### config.mk
export PLATFORM = sky130hd
export DESIGN_NAME = lockin_acumulador
export DESIGN_NICKNAME = d
export VERILOG_FILES = /design/src/rtl/lockin_pkg.sv /design/src/rtl/lockin_ref_rom.sv /design/src/rtl/lockin_acumulador.sv
export SDC_FILE = /design/constraint.sdc
export NUM_CORES = 2
export LEC_CHECK = 0
export ABC_AREA = 0
export BUFFER_PORTS_ARGS = -buffer_cell sky130_fd_sc_hd__buf_2
export CORE_AREA = 3 3 406 408
export DETAILED_ROUTE_END_ITERATION = 8
export DIE_AREA = 0 0 409 411
export PLACE_DENSITY = 0.44
export SLEW_MARGIN = 40
export SYNTH_ARGS = -nofsm -noshare
export SYNTH_HDL_FRONTEND = slang
export SYNTH_SLANG_ARGS = --single-unit
### constraint.sdc
create_clock -name clk -period 7.4 [get_ports clk]
set_input_delay 1.85 -clock clk [delete_from_list [all_inputs] [get_ports clk]]
set_output_delay 1.85 -clock clk [all_outputs]
set_load 0.02 [all_outputs]
### src/rtl/lockin_pkg.sv
// Shared types and elaboration-time helpers for the lock-in demodulator:
// state encoding, clog2 and the quarter-wave-mirrored sine table generator.
package lockin_pkg;

    typedef enum logic [0:0] {
        WAIT_SYNC = 1'b0,
        ACCUM     = 1'b1
    } state_t;

    localparam real PI = 3.14159265358979323846;

    function automatic int clog2(input int v);
        int r;
        r = 0;
        while ((1 << r) < v) r++;
        return r;
    endfunction

    // Only the first quadrant is evaluated; the rest is mirrored so the table
    // is exactly antisymmetric and a DC input cancels to zero.
    function automatic int ref_sin_entry(input int q_ref, input int m, input int k);
        int  j;
        int  sgn;
        real amp;
        j   = k % m;
        sgn = 1;
        if (j >= m / 2) begin
            j   = j - m / 2;
            sgn = -1;
        end
        if (j > m / 4) j = m / 2 - j;
        amp = real'((1 << (q_ref - 1)) - 1);
        return sgn * int'($floor(amp * $sin(2.0 * PI * real'(j) / real'(m)) + 0.5));
    endfunction

endpackage

### src/rtl/lockin_ref_rom.sv
// Sine/cosine reference ROM: one table, two synchronous read ports, with the
// cosine port offset by a quarter period.
module lockin_ref_rom
    import lockin_pkg::*;
#(
    parameter int Q_ref = 16,
    parameter int M     = 16,
    parameter int AW    = clog2(M)
) (
    input  logic                    clk,
    input  logic [AW-1:0]           addr,
    output logic signed [Q_ref-1:0] sin_q,
    output logic signed [Q_ref-1:0] cos_q
);

    logic signed [Q_ref-1:0] tbl [M];
    logic [AW-1:0]           cos_addr;
    logic signed [Q_ref-1:0] sin_d;
    logic signed [Q_ref-1:0] cos_d;

    for (genvar i = 0; i < M; i++) begin : g_tbl
        assign tbl[i] = Q_ref'(ref_sin_entry(Q_ref, M, i));
    end

    always_comb begin
        cos_addr = (addr >= AW'(M - M / 4)) ? addr - AW'(M - M / 4) : addr + AW'(M / 4);
        sin_d    = tbl[addr];
        cos_d    = tbl[cos_addr];
    end

    always_ff @(posedge clk) begin
        sin_q <= sin_d;
        cos_q <= cos_d;
    end

endmodule

### src/rtl/lockin_acumulador.sv
// Dual-phase lock-in accumulator: capture -> ROM read -> multiply -> accumulate,
// closing a block every M*N accepted samples with a one-cycle valid pulse.
module lockin_acumulador
    import lockin_pkg::*;
#(
    parameter int Q_in  = 24,
    parameter int Q_ref = 16,
    parameter int Q_out = 64,
    parameter int M     = 16,
    parameter int N     = 8
) (
    input  logic                    clk,
    input  logic                    reset_n,
    input  logic signed [Q_in-1:0]  sample_in,
    input  logic                    sample_valid,
    input  logic                    sync_in,
    output logic signed [Q_out-1:0] data_out_fase,
    output logic signed [Q_out-1:0] data_out_cuad,
    output logic                    data_out_valid,
    output logic                    busy
);

    localparam int K_W = clog2(M);
    localparam int N_W = (N > 1) ? clog2(N) : 1;
    localparam int P_W = Q_in + Q_ref;

    state_t                  state_q, state_d;
    logic [K_W-1:0]          k_q, k_d, k_cur, k0_q, k0_d;
    logic [N_W-1:0]          n_q, n_d, n_cur;
    logic                    accept, k_wrap, n_wrap;
    // Bit 0: captured sample, bit 1: ROM output stage, bit 2: product stage
    logic [2:0]              vld_q, vld_d, first_q, first_d, last_q, last_d;
    logic signed [Q_in-1:0]  smp0_q, smp0_d, smp1_q, smp1_d;
    logic signed [Q_ref-1:0] ref_sin, ref_cos;
    logic signed [P_W-1:0]   psin_q, psin_d, pcos_q, pcos_d;
    logic signed [Q_out-1:0] psin_ext, pcos_ext, base_sin, base_cos, sum_sin, sum_cos;
    logic signed [Q_out-1:0] acc_sin_q, acc_sin_d, acc_cos_q, acc_cos_d;
    logic signed [Q_out-1:0] fase_q, fase_d, cuad_q, cuad_d;
    logic                    valid_q, valid_d;

    lockin_ref_rom #(.Q_ref(Q_ref), .M(M), .AW(K_W)) u_rom (
        .clk   (clk),
        .addr  (k0_q),
        .sin_q (ref_sin),
        .cos_q (ref_cos)
    );

    always_comb begin
        // A sync on a valid sample makes it index 0 of a fresh block
        k_cur   = sync_in ? '0 : k_q;
        n_cur   = sync_in ? '0 : n_q;
        accept  = sample_valid && (sync_in || state_q == ACCUM);
        k_wrap  = (k_cur == K_W'(M - 1));
        n_wrap  = (n_cur == N_W'(N - 1));
        state_d = state_q;
        k_d     = k_q;
        n_d     = n_q;
        if (accept) begin
            state_d = ACCUM;
            k_d     = k_wrap ? '0 : k_cur + 1'b1;
            n_d     = !k_wrap ? n_cur : (n_wrap ? '0 : n_cur + 1'b1);
        end

        k0_d    = k_cur;
        smp0_d  = sample_in;
        vld_d   = {vld_q[1:0], accept};
        first_d = {first_q[1:0], (k_cur == '0) && (n_cur == '0)};
        last_d  = {last_q[1:0], k_wrap && n_wrap};
        smp1_d  = smp0_q;
        psin_d  = P_W'(smp1_q) * P_W'(ref_sin);
        pcos_d  = P_W'(smp1_q) * P_W'(ref_cos);

        // The first product of a block overwrites whatever an aborted block left behind
        psin_ext = Q_out'(psin_q);
        pcos_ext = Q_out'(pcos_q);
        base_sin = first_q[2] ? Q_out'(0) : acc_sin_q;
        base_cos = first_q[2] ? Q_out'(0) : acc_cos_q;
        sum_sin  = base_sin + psin_ext;
        sum_cos  = base_cos + pcos_ext;

        acc_sin_d = acc_sin_q;
        acc_cos_d = acc_cos_q;
        fase_d    = fase_q;
        cuad_d    = cuad_q;
        valid_d   = 1'b0;
        if (vld_q[2]) begin
            if (last_q[2]) begin
                fase_d    = sum_sin;
                cuad_d    = sum_cos;
                acc_sin_d = '0;
                acc_cos_d = '0;
                valid_d   = 1'b1;
            end else begin
                acc_sin_d = sum_sin;
                acc_cos_d = sum_cos;
            end
        end
    end

    always_ff @(posedge clk) begin
        if (!reset_n) begin
            state_q   <= WAIT_SYNC;
            k_q       <= '0;
            n_q       <= '0;
            k0_q      <= '0;
            vld_q     <= '0;
            first_q   <= '0;
            last_q    <= '0;
            smp0_q    <= '0;
            smp1_q    <= '0;
            psin_q    <= '0;
            pcos_q    <= '0;
            acc_sin_q <= '0;
            acc_cos_q <= '0;
            fase_q    <= '0;
            cuad_q    <= '0;
            valid_q   <= 1'b0;
        end else begin
            state_q   <= state_d;
            k_q       <= k_d;
            n_q       <= n_d;
            k0_q      <= k0_d;
            vld_q     <= vld_d;
            first_q   <= first_d;
            last_q    <= last_d;
            smp0_q    <= smp0_d;
            smp1_q    <= smp1_d;
            psin_q    <= psin_d;
            pcos_q    <= pcos_d;
            acc_sin_q <= acc_sin_d;
            acc_cos_q <= acc_cos_d;
            fase_q    <= fase_d;
            cuad_q    <= cuad_d;
            valid_q   <= valid_d;
        end
    end

    assign data_out_fase  = fase_q;
    assign data_out_cuad  = cuad_q;
    assign data_out_valid = valid_q;
    assign busy           = (state_q == ACCUM);

endmodule

======== Yosys cells after proc, flatten, opt, wreduce, memory -nomap -nowiden ========
Memories as Yosys holds them, arrays and structs flattened. A register that Yosys moved wholly into a read port is not among the register bits.
Index checks and enable logic that the tools add are counted.
word-level totals
  bits in registers ....................... 406
  latch bits .............................. 0
  bits in writable memories ............... 0
  ROM bits ................................ 512
  bits of input ports ..................... 28
  output and inout port bits .............. 130
  logic and storage cells ................. 50
  memories kept ........................... 2
operators by class
  add/sub/neg operators ................... 6
  multiply operators ...................... 2
  div/mod/pow operators ................... 0
  $lt $le $gt $ge ......................... 1
  equality and inequality tests ........... 2
  shifts and indexed selects .............. 0
  multiplexer cells ....................... 11
  bitwise logic cells ..................... 2
  reduce and logical (&&, ||, !) cells .... 8
memory list
  name              words  bits a word  read ports  clocked after memory_dff  write ports  line                  RTL
  (name not given)  16     16           1           1                         0            lockin_ref_rom.sv:28  cos_d = tbl[cos_addr];
  (name not given)  16     16           1           1                         0            lockin_ref_rom.sv:27  sin_d = tbl[addr];
operators by type and width
  cell                                                      count
  two-way mux 64 bit                                        4
  adder 64 x 40 -> 64 bit                                   2
  multiplier 24 x 16 -> 40 bit                              2
  two-way mux 4 bit                                         3
  NOT 4 -> 5 bit                                            2
  two-way mux 3 bit                                         3
  adder 4 x 1 -> 4 bit, second input constant               1
  adder 4 x 3 -> 4 bit, second input constant               1
  == test 4 bit, second input constant                      1
  greater-or-equal comparator 4 bit, second input constant  1
  logical NOT 4 bit                                         1
  AND reduction 2 bit                                       2
  subtractor 4 bit, second input constant                   1
  adder 3 x 1 -> 3 bit, second input constant               1
  == test 3 bit, second input constant                      1
  logical AND 1 bit                                         3
  logical NOT 3 bit                                         1
  logical OR 1 bit                                          1
  two-way mux 1 bit                                         1

======== Logic depth before layout (Yosys ltp) ========
  depth after elaboration ................. 4
  gate-level depth with buffers ........... 27
  depth with buffers taken out ............ 26

======== By module ========
A second synthesis with hierarchy kept.
second synthesis, totals
  cells, all modules ...................... 5817
  area total of the unflattened synthesis .. 49424.9 µm²
by module, submodules not included
  module             times used  cells an instance  area each (µm²)  sequential area each (µm²)
  lockin_acumulador  1           5718               48328.9          8127.8
  lockin_ref_rom     1           99                 1096.1           440.4

======== Worst setup path after synthesis ========
OpenSTA, ideal clock, no wires.
  path kind ............................... reg2reg
  start point ............................. register u_rom.sin_q[5]
  end point ............................... register psin_q[37]
  setup time .............................. 0.128 ns
  arrival ................................. 6.164 ns
  required time ........................... 7.272 ns
  slack ................................... 1.109 ns
  cell stages (with the launch flop) ...... 26
  buffers on the path ..................... 1
  period minus slack after synthesis ...... 6.291 ns
  path through ............................ dfxtp_1 clkbuf_1 nand2_1 fa_1 inv_1 fa_1 inv_1 fa_1 inv_1 fa_1 fa_1 inv_1 fa_1 inv_1 ha_1 o21a_1 o211a_1 o21ai_0 a21oi_1 a31oi_1 nor4_1 o31a_1 or3_1 a21oi_1 xor2_1 nor2_1
on the way
  cells in the longest elaborated chain, start to end .. 1
ends and longest elaborated chain
  element                       line                      RTL
  start, declared               lockin_ref_rom.sv:12      output logic signed [Q_ref-1:0] sin_q,
  multiplier 24 x 16 -> 40 bit  lockin_acumulador.sv:70   psin_d = P_W'(smp1_q) * P_W'(ref_sin);
  end signal, assigned          lockin_acumulador.sv:128  psin_q <= psin_d;
  end, declared                 lockin_acumulador.sv:35   logic signed [P_W-1:0] psin_q, psin_d, pcos_q, pcos_d;
Every way passes these cells.
A chain may end at the register's enable or synchronous reset.

======== Worst setup path in the final report ========
  start point ............................. register smp1_q[5]
  end point ............................... register pcos_q[37]
on the way
  cells in the longest elaborated chain, start to end .. 1
ends and longest elaborated chain
  element                       line                      RTL
  start, declared               lockin_acumulador.sv:33   logic signed [Q_in-1:0] smp0_q, smp0_d, smp1_q, smp1_d;
  start signal, assigned        lockin_acumulador.sv:127  smp1_q <= smp1_d;
  multiplier 24 x 16 -> 40 bit  lockin_acumulador.sv:71   pcos_d = P_W'(smp1_q) * P_W'(ref_cos);
  end signal, assigned          lockin_acumulador.sv:129  pcos_q <= pcos_d;
  end, declared                 lockin_acumulador.sv:35
Every way passes these cells.

==> Flow_metrics.wiki <==
{| class="wikitable"
! Metric !! Value
|-
| Final clock period utilization by the worst path || 0.9476
|-
| CTS Sinks || 428
|-
| Most frequent standard cell in the layout excluding fill and tap cells || inv_1
|-
| Clock share of power || 0.251
|-
| Required @ worst endpoint || 7.92 ns
|-
| Maximum clock frequency || 142.6 MHz
|-
| Most common cell on crit path || fa_1
|-
| Startpoint Class || flip-flop
|-
| Number of synthesized flops with an enable pin || 0
|-
| Final count of negative-setup-slack endpoints || 0
|-
| Arrival time of data at the critical path endpoint || 7.53 ns
|-
| Maximum capacitance violations || 0
|-
| Boundary Pins || 158
|-
| Post-DRT Antenna Nets || 0
|-
| Resized Gates After CTS || 0
|-
| Relative contribution of sequential cells to total power || 0.248
|-
| Largest fanout on the critical path || 13
|-
| Via count of the first global-routing pass || 38,194
|-
| Clk_lat worst skew || 0.68 ns
|-
| Initial detailed-routing violation count || 2,061
|-
| Syn_nets || 6,730
|-
| Yosys synthesis warning count || 0
|-
| Total power || 10.56 mW
|-
| Cts hold-fix bufs || 0
|-
| First-pass DRT Iterations || 5
|-
| Share of async-settable or async-resettable flops after synthesis || 0
|-
| Area of all sequential standard cells || 0.008589 sq mm
|-
| Ys flop type || dfxtp_1
|-
| Clock transition at path regs || 0.07 ns
|-
| Mean instance size in the synthesized netlist || 8.610 sq um
|-
| Pint || 6.086 mW
|-
| Slew at the pin closest to its max-slew limit || 0.9326 ns
|-
| Share of synthesized area occupied by flip-flops and latches || 0.1770
|-
| Critical path type || flip-flop to flip-flop
|-
| Area growth syn-to-layout || 10.72%
|-
| Unique masters post-synth || 82
|-
| Total number of vias || 36,686
|-
| Max Transition Viols Final || 0
|-
| Die Width || 409 um
|-
| Gate count after technology mapping || 5,621
|-
| Global-route wire length before repair || 224,800 um
|-
| VDD IR-drop max || 0.2074 mV
|-
| P_sw || 4.474 mW
|-
| Maximum clock path buffer count || 3
|-
| Cell chain of the critical path || buf_4 -> nand2_1 -> fa_1 -> inv_1 -> fa_1 -> fa_1 -> fa_1 -> fa_1 -> inv_1 -> fa_1 -> inv_1 -> ha_1 -> nand2_1 -> nand4_1 -> a2111oi_0 -> buf_4 -> o22ai_1 -> a21oi_1 -> nor2b_1 -> a21oi_1 -> o21ai_0 -> xnor2_1 -> nor2_1
|-
| Leak pwr || 25.76 nW
|-
| Largest stage delay on the critical path || 0.72 ns
|-
| GR Overflow Total || 0
|-
| Placeable core region || 0.1620 sq mm
|-
| Final routed DRC violation total || 0
|-
| CTS Root Buffer Type || clkbuf_16
|-
| Routed vias/inst || 4.646
|-
| Initial antenna violation count || 6
|-
| RSZ-0062 raised after global routing || no
|-
| Filler Cells Inserted || 17,180
|-
| Part of the total power dissipated in combinational logic || 0.501
|-
| Highest-count cells in the layout ignoring fill and taps || inv_1, fa_1, nand2_1
|-
| TritonCTS clock tree || done
|-
| Area of combinational cells with multiple inputs || 0.03492 sq mm
|-
| Outcome || complete, no violations
|-
| Maximum number of pins on one net before global-route repair || 86
|-
| Setup repair bufs after CTS || 0
|-
| Switching Share || 0.4237
|-
| Htree depth || 2
|-
| I/O Buffers || 157
|-
| Total wirelength of the detailed-routed design || 142,400 um
|-
| Minimum clock period || 7.012 ns
|-
| Height of the die || 411 um
|-
| Area of the die || 0.1681 sq mm
|-
| Max stage delay cell, worst path || dfxtp_1
|-
| FF+latch count, synth || 428
|-
| Class of the tightest hold or removal check || flip-flop to flip-flop
|-
| Fraction of layout instances using a drive strength above 1 || 0.07044
|-
| Power per Cell Area || 197.1 mW/mm^2
|-
| Crit end category || flip-flop
|-
| Netlist area before placement || 0.04840 sq mm
|-
| Post-DP HPWL || 115,700 um
|-
| Final GP Congestion || 0.8927
|-
| Global-route usage over all layers || 0.1703
|-
| Std cell rows || 148
|-
| Num CTS Buffers || 53
|-
| Relative slew margins || 0.3701
|-
| Layout Nets || 6,787
|-
| Number of hold-slack violations in the final timing report || 0
|-
| Initial core utilization || 0.2987
|-
| Setup TNS || 0 ns
|-
| Fin Clk Skew || 0.03348 ns
|-
| DR WL/cell || 18.03 um
|}
## cells in the mapped netlist (all sizes together), types with 9 or more instances
cell	instances	share of area
a21o	98	0.015
o21a	36	0.0056
nand2	582	0.045
o21ai	180	0.019
fa	745	0.31
nor3b	9	0.0014
xor2	85	0.015
nand2b	55	0.0071
and2	313	0.040
ha	336	0.087
a21boi	10	0.0016
nand4	39	0.0050
xnor2	118	0.021
inv	1049	0.081
o22ai	53	0.0070
nand3	82	0.0085
nor2	357	0.028
o211ai	19	0.0029
and3	23	0.0030
clkbuf	233	0.018
a31oi	25	0.0032
dfxtp	428	0.18
o31ai	12	0.0024
buf	26	0.0025
a21oi	318	0.033
nor3	38	0.0039
o21bai	37	0.0060
nor2b	134	0.017
a211oi	36	0.0057
## registers in the layout, indices dropped and copies added, names as in the netlist, 3 cells and up
name and flops:
u_rom.cos_q 11, data_out_cuad 64, vld_q 3, acc_cos_q 64, psin_q 40, smp0_q 24, n_q 3, last_q 3
smp1_q 24, data_out_fase 64, k0_q 4, u_rom.sin_q 11, pcos_q 40, k_q 4, acc_sin_q 64, first_q 3
## kinds of logic (layout without fill, tap and decap cells)
kind of cell             count (synthesis)  in the layout  synth area share
AND/OR/NAND/NOR                       1667           1667            0.1650
buffers and inverters                 1310           1410            0.1021
adder cells (fa/ha/maj)               1081           1081            0.3950
AO/OA/AOI/OAI                          921            921            0.1207
multiplexers                            11             11          0.003387
other                                    0              1                 0
XOR/XNOR                               203            203           0.03674
flip-flops                             428            428            0.1770
## final cells by class
cell class,instances,share of cell area
timing repair buffer,261,0.03089
multi-input combinational,3883,0.6516
sequential,428,0.1603
inverter,1051,0.07372
tap,2175,0.05079
clock buffer,78,0.02856
antenna,1,0.00004670
clock inverter,20,0.004063
## stage by stage
| stage | cell area (sq um) | util | worst slack [ns] | cells | hold slack, ns |
|---|---|---|---|---|---|
| 5_1_grt | 53580 | 0.3307 | 0.002027 | 7896 | 0.4426 |
| 3_5_place_dp | 51820 | 0.3198 | 0.2927 | 7798 | 0.4182 |
| 2_1_floorplan | 48400 | - | 1.109 | 5621 | 0.4119 |
| 6_report | 53590 | 0.3307 | 0.3876 | 7897 | 0.4214 |
| 4_1_cts | 53570 | 0.3306 | 0.2700 | 7896 | 0.4318 |
| 3_3_place_gp | 51780 | 0.3196 | 0.4080 | 7797 | 0.4134 |
## final timing paths
| path | from | cells after the start | end | slack (ns) |
|---|---|---|---|---|
| hold / removal | last_q[0] | 1 | last_q[1] | 0.42 |
| setup reg to reg | smp1_q[5] | 23 | pcos_q[37] | 0.39 |
| setup / recovery | smp1_q[5] | 23 | pcos_q[37] | 0.39 |
| hold reg to reg | last_q[0] | 1 | last_q[1] | 0.42 |
## power groups by stage
stage	Sequential, mW	Clock [mW]	Combinational, mW
6_report	2.62	2.65	5.29
5_1_grt	2.62	2.85	6.04
4_1_cts	2.61	2.77	5.39
3_5_place_dp	2.66	0	5.36
3_3_place_gp	2.66	0	5.36
2_1_floorplan	2.54	0	4.00
## per-layer routing
layer  vias up  routed length, um  global-route usage
met4         2               3108             0.03975
met5         -                 13                   0
li1      17756                  -                   -
met2       673              64370              0.2742
met1     18119              68470              0.2423
met3       136               6394             0.02178
## critical path: cells and delay by family, from the launching register on
| kind | cells | cell delay [ns] |
|---|---|---|
| compound gates | 5 | 1.25 |
| xor+xnor | 1 | 0.31 |
| fa+ha+maj | 7 | 3.32 |
| buf+inv | 5 | 0.68 |
| flops | 1 | 0.72 |
| simple gates | 5 | 0.59 |
Power figures use the tool's default switching activity.
